[config.mk]
export PLATFORM = sky130hd
export DESIGN_NAME = bcd_serial_subtractor
export DESIGN_NICKNAME = d
export VERILOG_FILES = /design/src/rtl/bcd_serial_subtractor_pkg.sv /design/src/rtl/bcd_digit_sub.sv /design/src/rtl/bcd_serial_subtractor.sv
export SDC_FILE = /design/constraint.sdc
export NUM_CORES = 1
export LEC_CHECK = 0
export ABC_AREA = 1
export CORE_AREA = 3 3 84 86
export CTS_BUF_LIST = sky130_fd_sc_hd__clkbuf_16
export DETAILED_ROUTE_END_ITERATION = 10
export DIE_AREA = 0 0 87 89
export PLACE_DENSITY = 0.65
export SYNTH_ARGS = -nofsm -noshare
export SYNTH_HDL_FRONTEND = slang
export SYNTH_SLANG_ARGS = --single-unit
[constraint.sdc]
create_clock -name clk -period 2.09 [get_ports clk]
set_clock_uncertainty 0.05 [all_clocks]
set_input_delay 0.418 -clock clk [delete_from_list [all_inputs] [get_ports clk]]
set_output_delay 0.418 -clock clk [all_outputs]
set_load 0.1 [all_outputs]
[src/rtl/bcd_serial_subtractor_pkg.sv]
// Shared BCD constants and FSM state encoding for the digit-serial BCD subtractor.
package bcd_serial_subtractor_pkg;

  localparam int BCD_DIGIT_W = 4;
  localparam int BCD_RADIX   = 10;

  typedef enum logic [1:0] {
    S_IDLE = 2'd0,
    S_RUN  = 2'd1,
    S_DONE = 2'd2
  } state_t;

endpackage

[src/rtl/bcd_digit_sub.sv]
// Combinational one-digit BCD subtract: d = x - y - brw_in with borrow-out and invalid-digit flag.
module bcd_digit_sub
  import bcd_serial_subtractor_pkg::*;
(
  input  logic [3:0] x,
  input  logic [3:0] y,
  input  logic       brw_in,
  output logic [3:0] d,
  output logic       brw_out,
  output logic       bad
);

  localparam logic signed [4:0] RADIX_S = 5'(BCD_RADIX);
  localparam logic [3:0]        MAX_DIG = 4'(BCD_RADIX - 1);

  logic signed [4:0] t;

  // Range of t is -16..15, so the 5-bit signed difference never overflows even for raw nibbles.
  always_comb begin
    t       = $signed({1'b0, x}) - $signed({1'b0, y}) - $signed({4'b0000, brw_in});
    brw_out = t[4];
    d       = brw_out ? 4'(t + RADIX_S) : t[3:0];
    bad     = (x > MAX_DIG) || (y > MAX_DIG);
  end

endmodule

[src/rtl/bcd_serial_subtractor.sv]
// Digit-serial BCD subtractor, diff = a - b - bin, one digit per clock LSD first, start/done handshake.
// Optional invalid-digit checking is enabled by defining BCD_CHECK_EN.
module bcd_serial_subtractor
  import bcd_serial_subtractor_pkg::*;
#(
  parameter int DIGITS = 4
) (
  input  logic                          clk,
  input  logic                          rst,
  input  logic                          start,
  input  logic [BCD_DIGIT_W*DIGITS-1:0] a,
  input  logic [BCD_DIGIT_W*DIGITS-1:0] b,
  input  logic                          bin,
  output logic                          busy,
  output logic                          done,
  output logic [BCD_DIGIT_W*DIGITS-1:0] diff,
  output logic                          bout,
  output logic                          err
);

  localparam int W  = BCD_DIGIT_W * DIGITS;
  localparam int CW = (DIGITS > 1) ? $clog2(DIGITS) : 1;

  state_t               state, state_nxt;
  logic [W-1:0]         a_sh, b_sh;
  logic                 brw;
  logic [CW-1:0]        cnt;
  logic                 last;
  logic [3:0]           dig;
  logic                 dig_brw;
  logic                 dig_bad;

  assign last = (cnt == CW'(DIGITS - 1));
  assign busy = (state == S_RUN);
  assign done = (state == S_DONE);

  bcd_digit_sub u_digit (
    .x       (a_sh[3:0]),
    .y       (b_sh[3:0]),
    .brw_in  (brw),
    .d       (dig),
    .brw_out (dig_brw),
    .bad     (dig_bad)
  );

  always_ff @(posedge clk or posedge rst) begin
    if (rst) state <= S_IDLE;
    else     state <= state_nxt;
  end

  always_comb begin
    state_nxt = state;
    case (state)
      S_IDLE:  if (start) state_nxt = S_RUN;
      S_RUN:   if (last)  state_nxt = S_DONE;
      S_DONE:  state_nxt = S_IDLE;
      default: state_nxt = S_IDLE;
    endcase
  end

`ifdef BCD_CHECK_EN
  logic bad_sticky, err_q;
  assign err = err_q;
`else
  logic unused_bad;
  assign unused_bad = dig_bad;
  assign err        = 1'b0;
`endif

  always_ff @(posedge clk or posedge rst) begin
    if (rst) begin
      a_sh <= '0;
      b_sh <= '0;
      brw  <= 1'b0;
      cnt  <= '0;
      diff <= '0;
      bout <= 1'b0;
`ifdef BCD_CHECK_EN
      bad_sticky <= 1'b0;
      err_q      <= 1'b0;
`endif
    end else begin
      case (state)
        S_IDLE: if (start) begin
          a_sh <= a;
          b_sh <= b;
          brw  <= bin;
          cnt  <= '0;
          diff <= '0;
          bout <= 1'b0;
`ifdef BCD_CHECK_EN
          bad_sticky <= 1'b0;
          err_q      <= 1'b0;
`endif
        end
        // New digit enters at the MSD end so digit 0 ends up in bits [3:0].
        S_RUN: begin
          a_sh <= a_sh >> BCD_DIGIT_W;
          b_sh <= b_sh >> BCD_DIGIT_W;
          brw  <= dig_brw;
          diff <= {dig, diff[W-1:BCD_DIGIT_W]};
          cnt  <= last ? '0 : cnt + CW'(1);
          if (last) bout <= dig_brw;
`ifdef BCD_CHECK_EN
          bad_sticky <= bad_sticky | dig_bad;
          if (last && (bad_sticky || dig_bad)) begin
            diff  <= '0;
            bout  <= 1'b0;
            err_q <= 1'b1;
          end
`endif
        end
        default: ;
      endcase
    end
  end

endmodule

==> flow_summary.json, run 1 <==
{
  "ys_top_cells_by_area": "dfrtp_1 54%, nand2_1 7.9%, o21ai_0 6.7%",
  "postRouteAntennaNets": 0,
  "cts_tree": "built",
  "drt_iter0_drc": 55,
  "required_ps": 2220,
  "grt_setup_unrepaired": "true",
  "routed-via-count": 2096,
  "grt_pass1_vias": 2090,
  "die-area_sq_um": 7743,
  "relSlewSlack_pct": 56.96,
  "clock-root-buffer": "clkbuf_16",
  "outcome": "complete, no violations",
  "portBuffers": 54,
  "max-cap-violations": 0,
  "layout-drive-gt1-share_pct": 14.54,
  "setup_viol": 0,
  "rr_startpoint": "a_sh[0]",
  "die_height_microns": 89,
  "drv_slew": 0,
  "start_util_pct": 39.76,
  "ctsHoldBuffers": 0,
  "syn_inst": 282,
  "synth_top_area_share_pct": 53.52,
  "ys_seq_elements": 54,
  "synth_top_area_cell": "dfrtp_1",
  "timing.rr.end": "diff[14]",
  "fin_tns_setup_ps": 0,
  "dr.pass1.iters": 4,
  "cts_sinks": 54,
  "yosys.area_share.simple_pct": 14.82,
  "yosys.area_share.adder_pct": 5.550,
  "crit_arrival_ps": 2140,
  "hp-class": "in2async",
  "coreArea_sq_um": 6350,
  "row_count": 29,
  "grt_usage_pct": 16.11,
  "hold_ws_ps": 429.2,
  "synth_warnings": 0,
  "syn_avg_cell_area_sq_um": 8.954,
  "overflow": 0,
  "grt_max_degree": 55,
  "finalCriticalPeriod_ps": 2016,
  "clkLatencyLatePin_ps": 290,
  "routedWlPerCell_microns": 14.14,
  "floorplan.io_pins": 56,
  "hold_viol": 0,
  "routed_wl_microns": 5854,
  "post_dp_cell_area_sq_um": 3136,
  "wl_met3_microns": 317,
  "remaining_drc_errors": 0,
  "synth.distinct_cells": 25,
  "antenna_cells": 0,
  "met1_length_microns": 2717,
  "dr_wl_met2_microns": 2698,
  "multi_input_area_sq_um": 1006,
  "cp-start-kind": "flop",
  "final_nets": 383,
  "clk_path_buf_depth": 2,
  "final_area_sq_um": 3307,
  "syn_nets": 328,
  "worstSetupPathType": "reg2reg",
  "vias_per_cell": 5.063,
  "grt_first_pass_wirelength_microns": 9742,
  "timing.final.crit_share_pct": 96.44,
  "post-dp-hpwl_microns": 3994,
  "yosysSeqAreaShare_pct": 53.52,
  "synth_top_family_by_area": "compound AO/OA/AOI/OAI gates",
  "cts_buffers": 5,
  "die_x_microns": 87,
  "top_layer": "met4",
  "r2r_slack_ps": 70,
  "seqCellArea_sq_um": 1351,
  "clkTransAtPathRegs_ps": 70,
  "max_freq_mhz": 496.1,
  "synth_mux_area_share_pct": 0,
  "synth.cell_area_sq_um": 2525,
  "synth_compound_area_share_pct": 17.74,
  "crit_fanout": 2,
  "globalplace.congestion": 0.8550,
  "antenna_found_initial": 0,
  "tightestPinTransition_ps": 644.6,
  "synthXorXnorAreaFrac_pct": 0.3469,
  "fill_cells": 614,
  "ff2ff_path_depth": 9,
  "layoutNonFillerInstCount": 414,
  "syn_to_final_growth_pct": 30.97,
  "end_kind": "flop",
  "dp.cells": 406,
  "htree_levels": 2
}
[worst max-delay path by stage]
stage | cells after the start | slack (ps) | startpoint | end
2_1_floorplan | 9 | 90 | a_sh[0] | diff[14]
3_3_place_gp | 11 | 20 | a_sh[0] | diff[14]
3_5_place_dp | 11 | -110 | a_sh[0] | diff[14]
4_1_cts | 12 | 20 | brw | diff[14]
5_1_grt | 11 | -20 | a_sh[0] | diff[15]
6_report | 9 | 70 | a_sh[0] | diff[14]
[metal layers]
| metal | global-route usage, % | up-vias |
|---|---|---|
| met1 | 20.92 | 979 |
| met3 | 3.963 | 13 |
| met2 | 25.95 | 62 |
| met5 | 0 | - |
| met4 | 6.374 | 0 |
| li1 | - | 1042 |
[sequential cells by signal, indices dropped and copies added, names as in the netlist]
register,count
state,2
a_sh,16
bout,1
b_sh,16
diff,16
brw,1
cnt,2
[through the flow]
step	utilization [%]	setup slack [ps]
floorplan	-	85.63
global placement	49.38	24.44
detailed placement	49.38	-114.9
CTS	51.63	22.49
global route	52.08	-21.52
finish	52.08	74.38
[cell usage after synthesis]
master,n
clkbuf_2,1
nor2_4,1
nand2_2,1
o31ai_1,1
a22o_1,1
xnor2_1,1
nand3_1,9
o21ai_1,21
dfrtp_1,54
o22ai_1,11
nor2_1,28
buf_4,1
buf_2,11
o21ai_0,34
o211ai_1,1
nand3b_1,1
a32o_1,8
conb_1,1
fa_1,2
nand2_1,53
inv_2,1
clkbuf_1,2
inv_1,29
buf_6,1
ha_1,8
[layout by cell type, fill, tap and decap left out, types with 2 or more instances in the layout]
cell type        instances
dfrtp_1                 54
nand2_1                 49
clkdlybuf4s50_1         35
o21ai_0                 31
inv_1                   28
nor2_1                  27
buf_4                   26
o21ai_1                 23
o22ai_1                 11
nand3_1                  8
a32o_1                   8
ha_1                     8
clkbuf_16                5
nand2_2                  4
buf_12                   3
inv_2                    2
fa_2                     2
clkinv_2                 2
[layout make-up]
type,instances,share of cell area (%)
Clock buffer,5,3.784
Clock inverter,2,0.3027
Inverter,30,3.405
Multi-Input combinational cell,182,30.42
Sequential cell,54,40.86
Tap cell,77,2.913
Timing Repair Buffer,64,18.31
[critical path, cell delays in order (launching register included)]
cell	delay, ps
dfrtp_1	410
fa_2	420
fa_2	350
nand2_1	80
nand2_1	70
ha_1	290
inv_1	60
nand2_1	50
nand2_1	60
o21ai_1	60
[repair_timing]
item	in CTS	in global routing
setup endpoints to repair	5	5
buffers inserted	0	1
pin swaps	1	2
resized for setup	3	9
[kinds of logic (layout without fill, tap and decap cells)]
family / Yosys count / in the layout
adder cells (fa/ha/maj): 10 / 10
other: 1 / 1
flip-flops: 54 / 54
buffers and inverters: 46 / 101
XOR/XNOR: 1 / 1
AND/OR/NAND/NOR: 93 / 93
AO/OA/AOI/OAI: 77 / 77
Power of run 1 is not shown: default switching activity piles up to over one toggle a cycle in this logic, so the estimate is an artifact.
==> inputs of run 2 (changes only) <==
- CORE_AREA: 3 3 84 86 -> 3 3 79 81
- DIE_AREA: 0 0 87 89 -> 0 0 82 84
- PLACE_DENSITY: 0.65 -> 0.72
==> flow_summary.json, run 2 (synthesis gave the netlist of run 1 again) <==
{
  "outcome": "complete, no violations",
  "htree_levels": 2,
  "tightestPinTransition_ps": 616.0,
  "timing.final.crit_share_pct": 98.30,
  "postRouteAntennaNets": 0,
  "final_nets": 384,
  "row_count": 27,
  "clock-root-buffer": "clkbuf_16",
  "required_ps": 2210,
  "fill_cells": 493,
  "grt_max_degree": 55,
  "cts_sinks": 54,
  "hold_viol": 0,
  "globalplace.congestion": 0.8432,
  "crit_arrival_ps": 2180,
  "clkTransAtPathRegs_ps": 70,
  "dp.cells": 401,
  "antenna_cells": 0,
  "clk_path_buf_depth": 2,
  "cts_buffers": 5,
  "setup_slack_ps": 35.60,
  "pre_cts_ws_ps": -62.42,
  "portBuffers": 54,
  "die-area_sq_um": 6888,
  "crit_slowest_cell": "fa_2",
  "cts_tree": "built",
  "floorplan.io_pins": 56,
  "grt_usage_pct": 17.56,
  "die_x_microns": 82,
  "drv_slew": 0,
  "dr.pass1.iters": 4,
  "critPathMaxStageDelay_ps": 410,
  "clkLatencyLatePin_ps": 290,
  "hp-class": "in2async",
  "cp-startpoint": "brw",
  "crit_fanout": 3,
  "drt_iter0_drc": 144,
  "grt_pass1_vias": 2140,
  "setup_viol": 0,
  "final_area_sq_um": 3363,
  "layoutNonFillerInstCount": 411,
  "antenna_found_initial": 0,
  "layout_commonest_cell": "dfrtp_1",
  "end_kind": "flop",
  "final_cell_mix": "54 x dfrtp_1, 46 x nand2_1, 35 x clkdlybuf4s50_1, 33 x o21ai_0",
  "remaining_drc_errors": 0,
  "post-dp-hpwl_microns": 3876,
  "grt_first_pass_wirelength_microns": 9459,
  "finalCriticalPeriod_ps": 2054,
  "routedWlPerCell_microns": 13.72,
  "overflow": 0,
  "routed-via-count": 2097,
  "die_height_microns": 84,
  "grt_setup_unrepaired": "true",
  "cp-start-kind": "flop",
  "relSlewSlack_pct": 58.87,
  "coreArea_sq_um": 5540,
  "max_freq_mhz": 486.8,
  "reg_top3": "a_sh x16, b_sh x16, diff x16",
  "rr_startpoint": "brw",
  "vias_per_cell": 5.102,
  "syn_to_final_growth_pct": 33.20,
  "layout-drive-gt1-share_pct": 17.40,
  "worstSetupPathType": "reg2reg",
  "post_dp_cell_area_sq_um": 3129,
  "start_util_pct": 45.57,
  "routed_wl_microns": 5640,
  "crit_top_cell": "nand2_2",
  "max-cap-violations": 0,
  "crit_chain": "inv_2, fa_2, fa_2, inv_2, nand2_2, nand2_2, nand2_2, nand2_2, nand3b_1, nand3_1, o21ai_0"
}
## run 2: path summary, 6_finish.rpt
kind	endpoint	slack (ps)	cells after the start
max	diff[13]	40	11
min	a_sh[14]	420	3
max reg2reg	diff[13]	40	11
min reg2reg	a_sh[8]	440	2
max in group asynchronous	a_sh[5]	1310	3
min in group clk	a_sh[8]	440	2
## run 2: worst max-delay path, delay by kind of cell (launching register included)
kind | cells | cell delay, ps
adders and majority gates | 2 | 810
and+or+nand+nor | 6 | 510
DFF | 1 | 340
buffers and inverters | 2 | 120
AOI/OAI and AO/OA | 1 | 70
## run 2: cell type report
cell class	instances	area (sq um)	area share (%)
Tap cell	72	90.09	2.679
Inverter	30	112.6	3.348
Multi-Input combinational cell	182	1026	30.51
Clock buffer	5	125.1	3.720
Timing Repair Buffer	65	613.1	18.23
Clock inverter	3	45.04	1.339
Sequential cell	54	1351	40.18
## run 2: timing repair
| item | in CTS | in global routing |
|---|---|---|
| buffers inserted | 0 | 2 |
| setup endpoints to repair | 5 | 5 |
| gates resized for setup | 3 | 16 |
| hold buffers | 0 | 0 |
| pin swaps | 0 | 6 |
## run 2: per-layer routing
layer | global-route usage [%] | up-vias | share of wire (%)
met3 | 3.564 | 9 | 5.8
met5 | 0 | - | 0
li1 | - | 1042 | -
met1 | 22.31 | 989 | 43
met4 | 5.136 | 0 | 1.8
met2 | 29.68 | 57 | 49
## run 2: through the flow
step	utilization [%]	hold WS, ps	TNS (ps)
floorplan	-	409.4	0
global placement	56.48	420.1	0
detailed placement	56.48	428.4	-225.1
CTS	59.69	445.2	0
global route	60.70	467.9	-97.65
finish	60.70	421.8	0
Power of run 2 is left out for the same reason.
==> inputs of run 3 (changes only) <==
- SKIP_CTS_REPAIR_TIMING: unset -> 1
==> flow_summary.json, run 3 (synthesis gave the netlist of run 1 again) <==
{
  "dp.cells": 401,
  "max_freq_mhz": 489.9,
  "globalplace.congestion": 0.8432,
  "die_height_microns": 84,
  "cts_tree": "built",
  "antenna_cells": 0,
  "antenna_found_initial": 0,
  "worstSetupPathType": "reg2reg",
  "layout_commonest_cell": "dfrtp_1",
  "start_util_pct": 45.57,
  "final_nets": 384,
  "remaining_drc_errors": 0,
  "drt_iter0_drc": 133,
  "grt_first_pass_wirelength_microns": 9459,
  "overflow": 0,
  "hp-class": "in2async",
  "cts_sinks": 54,
  "row_count": 27,
  "use_met2_pct": 29.46,
  "routed_wl_microns": 5570,
  "vias_per_cell": 5.097,
  "setup_viol": 0,
  "hold_viol": 0,
  "hold_ws_ps": 433.3,
  "relSlewSlack_pct": 58.98,
  "clkLatencyLatePin_ps": 290,
  "clkTransAtPathRegs_ps": 70,
  "max-cap-violations": 0,
  "reg_top3": "a_sh x16, b_sh x16, diff x16",
  "cts_buffers": 5,
  "postRouteAntennaNets": 0,
  "routed-via-count": 2095,
  "clk_path_buf_depth": 2,
  "drv_slew": 0,
  "final_cell_mix": "54 x dfrtp_1, 47 x nand2_1, 35 x clkdlybuf4s50_1, 32 x o21ai_0",
  "grt_max_degree": 55,
  "dr.pass1.iters": 4,
  "routedWlPerCell_microns": 13.55,
  "portBuffers": 54,
  "use_met3_pct": 3.564,
  "outcome": "complete, no violations",
  "met1_usage_pct": 22.45,
  "floorplan.io_pins": 56,
  "coreArea_sq_um": 5540,
  "clock-root-buffer": "clkbuf_16",
  "grt_pass1_vias": 2129,
  "crit_fanout": 3,
  "required_ps": 2210,
  "layout-drive-gt1-share_pct": 17.11,
  "die_x_microns": 82,
  "syn_to_final_growth_pct": 32.71,
  "die-area_sq_um": 6888,
  "grt_usage_pct": 17.54,
  "finalCriticalPeriod_ps": 2041,
  "tightestPinTransition_ps": 614.5,
  "post-dp-hpwl_microns": 3876,
  "htree_levels": 2,
  "top_usage_layer": "met2",
  "timing.final.crit_share_pct": 97.66,
  "cp-start-kind": "flop",
  "fill_cells": 492,
  "end_kind": "flop",
  "layoutNonFillerInstCount": 411,
  "crit_arrival_ps": 2160
}
## run 3: cell types whose count changed in the layout (fill, tap and decap cells not counted)
cell,delta
o21ai_1,+1
o21ai_0,-1
ha_2,+1
nand2_1,+1
ha_4,-1
nand2_2,-1
## run 3: per-stage QoR
stage               cell area [sq um]  TNS [ps]  utilization [%]  setup slack [ps]
global placement                 3129         0            56.48             26.72
detailed placement               3129    -225.1            56.48            -62.42
CTS                              3299    -474.8            59.55            -109.5
floorplan                        2527         0                -             85.63
global route                     3351    -102.0            60.48            -28.87
finish                           3351         0            60.48             48.85
## run 3: final timing paths
kind,from,to,slack [ps],cells after the start
hold / removal,rst,a_sh[14],430,3
hold reg to reg,diff[1],diff[1],440,2
max in group asynchronous,rst,a_sh[2],1320,3
min in group clk,diff[1],diff[1],440,2
setup / recovery,brw,diff[13],50,11
setup reg to reg,brw,diff[13],50,11
## run 3: layout make-up
| class | instances | area [sq um] | area share, % |
|---|---|---|---|
| flip-flops and latches | 54 | 1351 | 40.33 |
| well taps | 72 | 90.09 | 2.689 |
| inverters | 30 | 112.6 | 3.361 |
| multi-input cells | 182 | 1013 | 30.25 |
| clock inverters | 3 | 45.04 | 1.344 |
| repair buffers | 65 | 613.1 | 18.30 |
| clock buffers | 5 | 125.1 | 3.734 |
## run 3: critical path, stage by stage (launching register included)
cell and delay, ps:
dfrtp_1 340, inv_2 50, fa_2 400, fa_2 400
inv_2 80, nand2_2 60, nand2_2 90, nand2_1 90
nand2_2 100, nand3b_1 90, nand3_1 90, o21ai_0 80
## run 3: metal layers
| layer | part of all wire (%) | routed length (microns) |
|---|---|---|
| met1 | 43 | 2393 |
| met2 | 49 | 2710 |
| met3 | 6.6 | 370 |
| met4 | 1.7 | 94 |
| met5 | 0 | 0 |
Power of run 3 is left out for the same reason.
